## src/rtl/ir_err_compute.sv

```systemverilog
// ir_err_compute
// Sequences the eight IR line sensors through the shared A2D one frame at a
// time. Each frame forms a signed, position-weighted sum of the readings,
// scales it down by an arithmetic shift and saturates it to 11 bits for the
// steering PID.
//
// Ports:
//   clk          system clock
//   rst_n        asynchronous active-low reset
//   go           run enable; frames are taken only while high
//   cnv_cmplt    A2D conversion done (one-cycle pulse)
//   res          A2D result, unsigned, valid with cnv_cmplt
//   strt_cnv     one-cycle pulse starting an A2D conversion
//   chnnl        A2D channel select, stable from strt_cnv until cnv_cmplt
//   IR_en        IR emitter enable
//   err_sat      signed saturated error
//   err_vld      one-cycle strobe: err_sat/line_present just updated
//   line_present some channel >= LINE_THRES in the last completed frame
module ir_err_compute #(
   parameter int unsigned SETTLE_CYCLES = 4096,
   parameter logic [11:0] LINE_THRES    = 12'h080,
   parameter int unsigned ERR_SHIFT     = 3
) (
   input  logic               clk,
   input  logic               rst_n,
   input  logic               go,
   input  logic               cnv_cmplt,
   input  logic [11:0]        res,
   output logic               strt_cnv,
   output logic [2:0]         chnnl,
   output logic               IR_en,
   output logic signed [10:0] err_sat,
   output logic               err_vld,
   output logic               line_present
);

   localparam logic [2:0] IDLE   = 3'd0;
   localparam logic [2:0] SETTLE = 3'd1;
   localparam logic [2:0] CONV   = 3'd2;
   localparam logic [2:0] WAIT   = 3'd3;
   localparam logic [2:0] CALC   = 3'd4;

   localparam logic [15:0] SETTLE_LAST = 16'(SETTLE_CYCLES - 1);

   logic [2:0]         state;
   logic [15:0]        settle_cnt;
   logic signed [16:0] acc;
   logic               seen;

   // Weights are powers of two, so the product is a shift of the
   // zero-extended reading. Worst case magnitude 8*4095 fits in 17 bits.
   function automatic logic signed [16:0] weigh(input logic [2:0] ch,
                                                input logic [11:0] r);
      logic signed [16:0] mag;
      mag = $signed({5'b0, r});
      case (ch)
         3'd0:    weigh = -(mag <<< 3);
         3'd1:    weigh = -(mag <<< 2);
         3'd2:    weigh = -(mag <<< 1);
         3'd3:    weigh = -mag;
         3'd4:    weigh = mag;
         3'd5:    weigh = mag <<< 1;
         3'd6:    weigh = mag <<< 2;
         default: weigh = mag <<< 3;
      endcase
   endfunction

   // Arithmetic shift floors toward minus infinity, then clamp to 11 bits.
   function automatic logic signed [10:0] sat11(input logic signed [16:0] a);
      logic signed [16:0] t;
      t = a >>> ERR_SHIFT;
      if (t > 17'sd1023)
         sat11 = $signed(11'h3FF);
      else if (t < -17'sd1024)
         sat11 = $signed(11'h400);
      else
         sat11 = $signed(t[10:0]);
   endfunction

   // Emitter stays on through settle and all eight conversions; it drops
   // only in IDLE and for the single CALC cycle between frames.
   assign strt_cnv = (state == CONV);
   assign IR_en    = (state == SETTLE) || (state == CONV) || (state == WAIT);

   always_ff @(posedge clk or negedge rst_n) begin
      if (!rst_n) begin
         state        <= IDLE;
         settle_cnt   <= '0;
         acc          <= '0;
         seen         <= 1'b0;
         chnnl        <= '0;
         err_sat      <= '0;
         err_vld      <= 1'b0;
         line_present <= 1'b0;
      end else begin
         err_vld <= 1'b0;
         // Dropping go abandons the frame outright, even over a
         // simultaneous cnv_cmplt; the published outputs are left alone.
         if ((state != IDLE) && !go) begin
            state <= IDLE;
            chnnl <= '0;
         end else begin
            case (state)
               IDLE: begin
                  if (go) begin
                     state      <= SETTLE;
                     settle_cnt <= '0;
                     acc        <= '0;
                     seen       <= 1'b0;
                  end
               end
               SETTLE: begin
                  if (settle_cnt == SETTLE_LAST) begin
                     state <= CONV;
                     chnnl <= '0;
                  end else begin
                     settle_cnt <= settle_cnt + 16'd1;
                  end
               end
               CONV: begin
                  state <= WAIT;
               end
               // Accumulate stage: one weighted reading per conversion
               WAIT: begin
                  if (cnv_cmplt) begin
                     acc <= acc + weigh(chnnl, res);
                     if (res >= LINE_THRES)
                        seen <= 1'b1;
                     if (chnnl == 3'd7) begin
                        state <= CALC;
                     end else begin
                        chnnl <= chnnl + 3'd1;
                        state <= CONV;
                     end
                  end
               end
               // Output stage: publish the frame and restart settling
               CALC: begin
                  err_sat      <= sat11(acc);
                  line_present <= seen;
                  err_vld      <= 1'b1;
                  state        <= SETTLE;
                  settle_cnt   <= '0;
                  acc          <= '0;
                  seen         <= 1'b0;
                  chnnl        <= '0;
               end
               default: begin
                  state <= IDLE;
               end
            endcase
         end
      end
   end

endmodule

```

## config.mk

```make
export PLATFORM = sky130hd
export DESIGN_NAME = ir_err_compute
export DESIGN_NICKNAME = d
export VERILOG_FILES = /design/src/rtl/ir_err_compute.sv
export SDC_FILE = /design/constraint.sdc
export NUM_CORES = 1
export LEC_CHECK = 0
export ABC_AREA = 1
export BUFFER_PORTS_ARGS = -buffer_cell sky130_fd_sc_hd__clkbuf_2
export CORE_UTILIZATION = 51
export DETAILED_ROUTE_END_ITERATION = 7
export PLACE_DENSITY_LB_ADDON = 0.08
export SYNTH_ARGS = -nofsm -noshare
export SYNTH_HDL_FRONTEND = slang
export SYNTH_SLANG_ARGS = --single-unit
```

## constraint.sdc

```tcl
create_clock -name clk -period 3.25 [get_ports clk]
set_input_delay 0.1625 -clock clk [delete_from_list [all_inputs] [get_ports clk]]
set_output_delay 0.1625 -clock clk [all_outputs]
set_load 0.02 [all_outputs]
```

# Word level (Yosys, flattened, before mapping)
# Index checks and enable logic that the tools add are counted.
# word_totals
ram_bits,0
elab_cells,84
reg_bits,53
latchBits,0
n_memories,0
out_inout_bits,18
rom_bits,0
in_bits,16
# op_classes
n_lt_le_gt_ge,3
div,0
add_sub_neg,7
shifts,0
muxes,29
n_bitwise,1
multipliers,0
reduce_logical,16
n_eq_ne,20
# ops
cell,n
$pmux 17 s7,1
$mux 17,5
$pmux 17 s3,1
$pmux 16 s3,1
$mux 16,2
$mux 3,9
$mux 11,2
$add 17x17->17,1
$neg 12->17,1
$neg 13->17,1
$neg 14->17,1
$neg 15->17,1
$add 16x1->16 const B,1
$eq 16x12->1 const B,1
$eq 3x3->1 const B,5
$pmux 3 s5,1
$gt 14x11->1 const B,1
$lt 14x11->1 const B,1
$eq 3x2->1 const B,4
$ge 12x8->1 const B,1
$reduce_and 4->1,3
$pmux 3 s3,1
$reduce_bool 3->1,3
$eq 3x1->1 const B,2
other kinds (17),26

# Logic depth before layout (Yosys ltp)
# Gate-level depths: netlist of the first run.
# logic_depth
word_depth,8
depth_mapped,23
mapped_depth_nobuf,23

# Worst setup path after synthesis of the first run
# No wires, ideal clock.
# synth_path
path_kind,register -> register
startpoint,register chnnl[0]
endpoint,register acc[16]
required_ns,3.131
arrival_time_ns,2.701
path_buffers,1
synth_period_minus_slack_ns,2.819
path_slack_ns,0.431
path_stages_with_launch,21
setup_time_ns,0.119
path_cell_list,dfrtp_1 ha_1 ha_1 inv_2 nand2_1 nor2_1 inv_1 buf_2 nor2_1 a21oi_1 ha_1 nand2_1 inv_1 a21oi_1 nand2_1 nand2_1 nand2_1 inv_1 nand3_1 nand3_1 nand2_1
# synth_between
elab_chain_cells,8
word_cells_on_any_way,14
cone_classes,add/sub (1); eq/ne (6); mux (6); reduce/logical (1)
# synth_rtl
item,line_no,text
start: declaration,30,"output logic [2:0] chnnl,"
start signal: assignment,132,chnnl <= chnnl + 3'd1;
$eq 3x3->1 (tied with other cells),56,case (ch)
$pmux 17 s7 *,56,
$mux 17 *,125,if (cnv_cmplt) begin
$mux 17 *,103,case (state)
$mux 17 *,99,if ((state != IDLE) && !go) begin
$add 17x17->17 *,126,"acc <= acc + weigh(chnnl, res);"
$mux 17 *,125,
$pmux 17 s3 *,103,
end signal: assignment,126,
end: declaration,47,logic signed [16:0] acc;
# Every way passes the cells marked *; elsewhere a longest branch is shown, timed or not. The select of a mux whose other input is x is not followed.
# A chain may end at the register's enable or synchronous reset.

# Worst setup path after layout of the first run
# layout_path
startpoint,register chnnl[1]
endpoint,register acc[16]
# Same word-level chain as after synthesis.

==> results.cfg, run 1 <==
[outcome]
status = complete, but fails checks
violations = hold timing

[sta]
hold_violations = 14
setup_viol = 0
drv_slew = 0
worst-slew-pin-transition_ns = 0.970
post-route-min-period_ns = 2.92
setup-tns-final_ns = 0
worst_slack_ns = 0.333
skew_ns = 0.00920
max-slew-margin-rel_pct = 35.3
timing.hold.ws_ns = -0.0205
fin_crit_sh_pct = 89.7
rsz0062_at_grt = false
max_freq_mhz = 343

[floorplanning]
ioPinCount = 34
dieWidth_um = 97.0
initial_core_util_pct = 52.8
fp-row-count = 34
die_area_um2 = 9420
die_h_um = 97.0
coreArea_um2 = 8720

[setup_path]
max_stage_delay_ns = 0.45
worst_ep_arrival_time_ns = 3.12
path_class = flip-flop to flip-flop
worstPathCellList = ha_2, ha_1, inv_2, nand2_1, nor2_2, buf_4, nor2_1, o21ai_0, nor2_1, nand3_1, nand2_1, inv_1, ha_1, nand2_2, inv_1, a21oi_1, nand2_1, nand2_1, nand2_1, inv_1, nand3_1, nand3_1, nand2_1
cp_slowest_cell = dfrtp_2
critPathCapture = acc[16]
cp_max_fo = 9
reg2reg_setup_slack_ns = 0.33
critPathLaunchType = flip-flop
worstRegToRegCells = 23
r2r_start = chnnl[1]
crit_top_cell = nand2_1
crit_path_start = chnnl[1]
worstPathRequired_ns = 3.46
reg2reg_to = acc[16]
crit_path_end_kind = flip-flop

[synthesis]
synth_most_common_cell = nand2_1
synth_nets = 773
synth_top_area_share_pct = 28.8
synth_top_area_cell = dfrtp_1
synth_edf_count = 0
syn-mean-instance-area_um2 = 6.29
synthArstFlopShare_pct = 100
yosys-top-cells-area = dfrtp_1, nand2_1, nand3_1, nor2_1, ha_1
ys_seq_area_share_pct = 28.8
ys_types = 39
syn_area_um2 = 4610
synth_common_cells = nand2_1, nor2_1, inv_1
synth_ff_type = dfrtp_1
synth-seq-cells = 53
netlist_instances = 732
synth-warning-count = 0

[cells_and_area]
final_net_count = 818
drive_gt1_share_pct = 12.7
diodes = 0
multi_input_area_um2 = 2900
syn2layout_area_growth_pct = 9.45
fillCellCount = 874
stdcell_count = 886
regArea_um2 = 1330

[min_path]
hold_path.class = input port to async pin

[clock_network]
clk_pin_slew_worst_paths_ns = 0.10
tritoncts = done
ctsHoldBuffers = 0
clock_latency_ns = 0.31
clock_path_buffers = 2
cts_made_buffers = 5
cts.root.buffer_cell = clkbuf_8
cts.sinks = 53
cts_max_level = 2

[place]
dp_hpwl_um = 9540
dp.cells = 875
portBuffers = 33
gp_congestion = 1.04
pre_cts_ws_ns = 0.186

[routing]
wl_um = 12200
ant_nets = 0
via_count = 4811
drt_pass1_iterations = 5
viasPerCell = 5.43
drt_iter0_markers = 320
post-route-drc-count = 0
routedWlPerCell_um = 13.8

[flow_run]
drv_cap = 0

[power_and_ir_drop]
ir_worst_vdd_uv = 292
cellLeakagePower_nw = 2.62
power_density_nw_per_um2 = 551

[global_route]
track_usage_pct = 27.4
grt_pass1_wl_um = 21100
grt_max_degree = 37
antenna_found_initial = 0
grt_pass1_vias = 4455
grt.overflow.total = 0
[flip-flops by register name, indices dropped and copies added, names as in the netlist]
| register | count |
|---|---|
| err_sat | 11 |
| line_present | 1 |
| err_vld | 1 |
| settle_cnt | 16 |
| seen | 1 |
| acc | 17 |
| chnnl | 3 |
| state | 3 |
[area by class of cell]
| class | count | share of cell area (%) |
|---|---|---|
| clock inverters | 2 | 0.273 |
| inverters | 86 | 6.40 |
| clock buffers | 6 | 1.64 |
| multi-input cells | 585 | 57.4 |
| flip-flops and latches | 53 | 26.4 |
| well taps | 108 | 2.68 |
| repair buffers | 46 | 5.21 |
[routing by layer]
metal	GRT usage [%]	vias up	wire length, um	part of all wire [%]
met5	0	-	0	0
li1	-	2487	-	-
met1	39.8	2123	6000	49
met3	2.89	23	835	6.8
met4	10.6	0	308	2.5
met2	42.0	178	5090	42
[kinds of logic (layout without fill, tap and decap cells)]
kind of cell	after synthesis	after routing	share of synthesized area [%]
xor+xnor	3	3	0.570
simple gates	448	448	42.0
compound gates	109	109	13.1
fa+ha+maj	25	25	6.95
flops	53	53	28.8
buf+inv	94	140	8.55
[through the flow]
stage / cell area, um2 / power, mW / util (%) / hold slack [ns]
2_1_floorplan: 4610 / 2.00 / - / -0.133
3_3_place_gp: 4910 / 2.33 / 56.3 / 0.378
3_5_place_dp: 4910 / 2.34 / 56.3 / 0.370
4_1_cts: 5010 / 2.75 / 57.4 / 0.0205
5_1_grt: 5040 / 3.05 / 57.8 / 0.0901
6_report: 5040 / 2.78 / 57.8 / -0.0205
[power by group]
group	leakage, nW	internal [mW]	total [mW]	switching (mW)
registers	0.729	0.741	0.843	0.101
logic	1.84	0.503	1.53	1.03
clock network	0.0512	0.173	0.400	0.227
total	2.62	1.42	2.78	1.36
[repair_timing]
action	CTS	global route
buffers inserted	0	3
setup endpoints to repair	0	8
resized for setup	0	8
[worst min-delay path by stage]
stage	endpoint	slack, ns
2_1_floorplan	acc[0]	-0.13
3_3_place_gp	acc[16]	0.38
3_5_place_dp	acc[16]	0.37
4_1_cts	acc[16]	0.02
5_1_grt	settle_cnt[14]	0.09
6_report	acc[16]	-0.02
[worst max-delay path, delay by kind of cell (launching register included)]
family          cells  cell delay [ns]
compound gates      2             0.25
flops               1             0.45
buf+inv             5             0.41
fa+ha+maj           3             0.69
simple gates       13             1.02
[layout by cell type, fill, tap and decap left out, drive strengths merged, types with 13 or more instances in the layout]
master,instances
nor3,17
ha,24
buf,13
clkbuf,39
o21ai,54
a21oi,34
nand3,69
dfrtp,53
nor2,91
nand4,14
inv,84
nand2,242
Power figures use the tool's default switching activity.
==> inputs of run 2 (changes only) <==
Settings changed: PLACE_DENSITY_LB_ADDON 0.08 to 0.2.
==> run 2 against run 1 <==
  * The flow now finishes without violations
  * Via count grew 0.54%
  * Count of clock-buffer cells in the layout shrank 1
  * Total power shrank 0.65%
  * Critical path depth shrank 2
  * Cell count shrank 0.23%
  * First-iteration DRC count shrank 20%
  * Utilization is essentially flat
  * Combinational power is essentially flat
  * Sequential share of layout area is essentially flat
==> results.cfg, run 2 (synthesis gave the netlist of run 1 again) <==
[routing]
ant_nets = 0
via_count = 4837
post-route-drc-count = 0
wl_um = 12400
viasPerCell = 5.47
drt_iter0_markers = 257
drt_pass1_iterations = 5
routedWlPerCell_um = 14.0

[cells_and_area]
reg_top3 = acc: 17 flops, settle_cnt: 16 flops, err_sat: 11 flops
largest_reg_flops = 17
diodes = 0
final_net_count = 818
largest-register = acc
postLayoutCoreUtil_pct = 57.8
final_common_cell = nand2_1
fillCellCount = 854
layout_common_cells = nand2_1, nor2_1, inv_1, nand3_1, dfrtp_1
syn2layout_area_growth_pct = 9.40
design_area_um2 = 5040
drive_gt1_share_pct = 12.4

[setup_path]
path_class = flip-flop to flip-flop
cp_max_fo = 9
critPathLaunchType = flip-flop
reg2reg_setup_slack_ns = 0.26
r2r_start = chnnl[0]
reg2reg_to = acc[14]
worstRegToRegCells = 21
worst_ep_arrival_time_ns = 3.20
crit_path_end_kind = flip-flop
worstPathRequired_ns = 3.46

[power_and_ir_drop]
p_comb_share_pct = 56.5
p_switching_mw = 1.36
p_int_mw = 1.39
clkPwrFrac_pct = 13.0
cellLeakagePower_nw = 2.61
seq_power_share_pct = 30.5
netSwitchingFraction_pct = 49.5
ir_worst_vdd_uv = 272
power_density_nw_per_um2 = 547
total_power_mw = 2.76

[sta]
setup_viol = 0
max-slew-margin-rel_pct = 40.4
fin_crit_sh_pct = 91.9
hold_violations = 0
timing.hold.ws_ns = 0.183
max_freq_mhz = 335
worst-slew-pin-transition_ns = 0.890
drv_slew = 0
setup-tns-final_ns = 0
post-route-min-period_ns = 2.99
skew_ns = 0.0234

[outcome]
status = complete, no violations

[clock_network]
tritoncts = done
clock_latency_ns = 0.32
clk_pin_slew_worst_paths_ns = 0.11
clock_path_buffers = 2
cts_made_buffers = 5
cts.root.buffer_cell = clkbuf_8
cts.sinks = 53
cts_max_level = 2

[min_path]
whs_path_depth = 4
hold_start = cnv_cmplt
hold-path-endpoint = state[1]
hold_path.class = input port to flip-flop

[floorplanning]
fp-row-count = 34
die_area_um2 = 9420
coreArea_um2 = 8720
ioPinCount = 34
dieWidth_um = 97.0
die_h_um = 97.0
initial_core_util_pct = 52.8

[global_route]
antenna_found_initial = 0
track_usage_pct = 27.4
grt_pass1_wl_um = 21300
grt_max_degree = 29
grt_pass1_vias = 4475
grt.overflow.total = 0

[place]
portBuffers = 33
dp_hpwl_um = 9560
gp_congestion = 0.940
placement.cell_area_um2 = 4910

[flow_run]
drv_cap = 0
## run 2: cell types whose count changed in the layout (fill, tap and decap cells not counted), sizes merged
| cell | before | now |
|---|---|---|
| buf | 13 | 12 |
| clkbuf | 39 | 38 |
| clkinv | 4 | 3 |
| clkinvlp | 0 | 1 |
| dlygate4sd3 | 0 | 1 |
| inv | 84 | 83 |
## run 2: worst max-delay path: stages, from the launching register on
cell	delay, ns
dfrtp_2	0.45
ha_1	0.23
ha_1	0.21
inv_2	0.06
nand2_1	0.08
nor2_4	0.16
clkinvlp_4	0.19
buf_4	0.20
nand2_1	0.06
a21oi_1	0.04
nand3_1	0.09
nor2_1	0.04
nor2_1	0.09
ha_1	0.28
nand2_1	0.15
nor2_1	0.06
inv_1	0.08
nor2_1	0.05
nor2_1	0.13
nand3_1	0.09
nand2_1	0.06
o21ai_0	0.08
## run 2: worst max path at each step
stage | start | to | slack, ns | cells after the start
global placement | chnnl[0] | acc[12] | 0.30 | 20
finish | chnnl[0] | acc[14] | 0.26 | 21
CTS | chnnl[0] | acc[16] | 0.21 | 21
global route | chnnl[1] | acc[9] | -0.004 | 16
detailed placement | chnnl[0] | acc[16] | 0.25 | 21
floorplan | chnnl[0] | acc[16] | 0.43 | 20
## run 2: repair_timing
item / in CTS / in global routing
hold endpoints to repair: 25 / 0
gates resized for setup: 0 / 10
buffers inserted: 0 / 2
endpoints found under the setup margin: 0 / 6
hold buffers: 1 / 0
## run 2: per-layer routing
metal	track usage (%)	wire, um	vias up
met5	0	0	-
met2	43.0	5420	153
met1	39.8	6050	2183
li1	-	-	2481
met4	7.46	206	0
met3	3.32	692	20
## run 2: power groups by stage
stage	Sequential, mW	Combinational [mW]	Clock, mW
finish	0.841	1.56	0.359
global route	0.853	1.79	0.383
CTS	0.838	1.51	0.364
detailed placement	0.849	1.50	0
global placement	0.847	1.48	0
floorplan	0.828	1.18	0
## run 2: cell type report
class | instances | area [um2] | area share (%)
Timing Repair Buffer | 46 | 269 | 5.34
Tap cell | 108 | 135 | 2.68
Inverter | 86 | 327 | 6.48
Multi-Input combinational cell | 585 | 2910 | 57.7
Clock buffer | 5 | 68.8 | 1.37
Clock inverter | 1 | 5.00 | 0.0993
Sequential cell | 53 | 1330 | 26.3
## run 2: per-stage QoR
step	instances	setup slack [ns]
2_1_floorplan	732	0.431
3_3_place_gp	875	0.299
3_5_place_dp	875	0.249
4_1_cts	882	0.207
5_1_grt	884	-0.00364
6_report	884	0.262
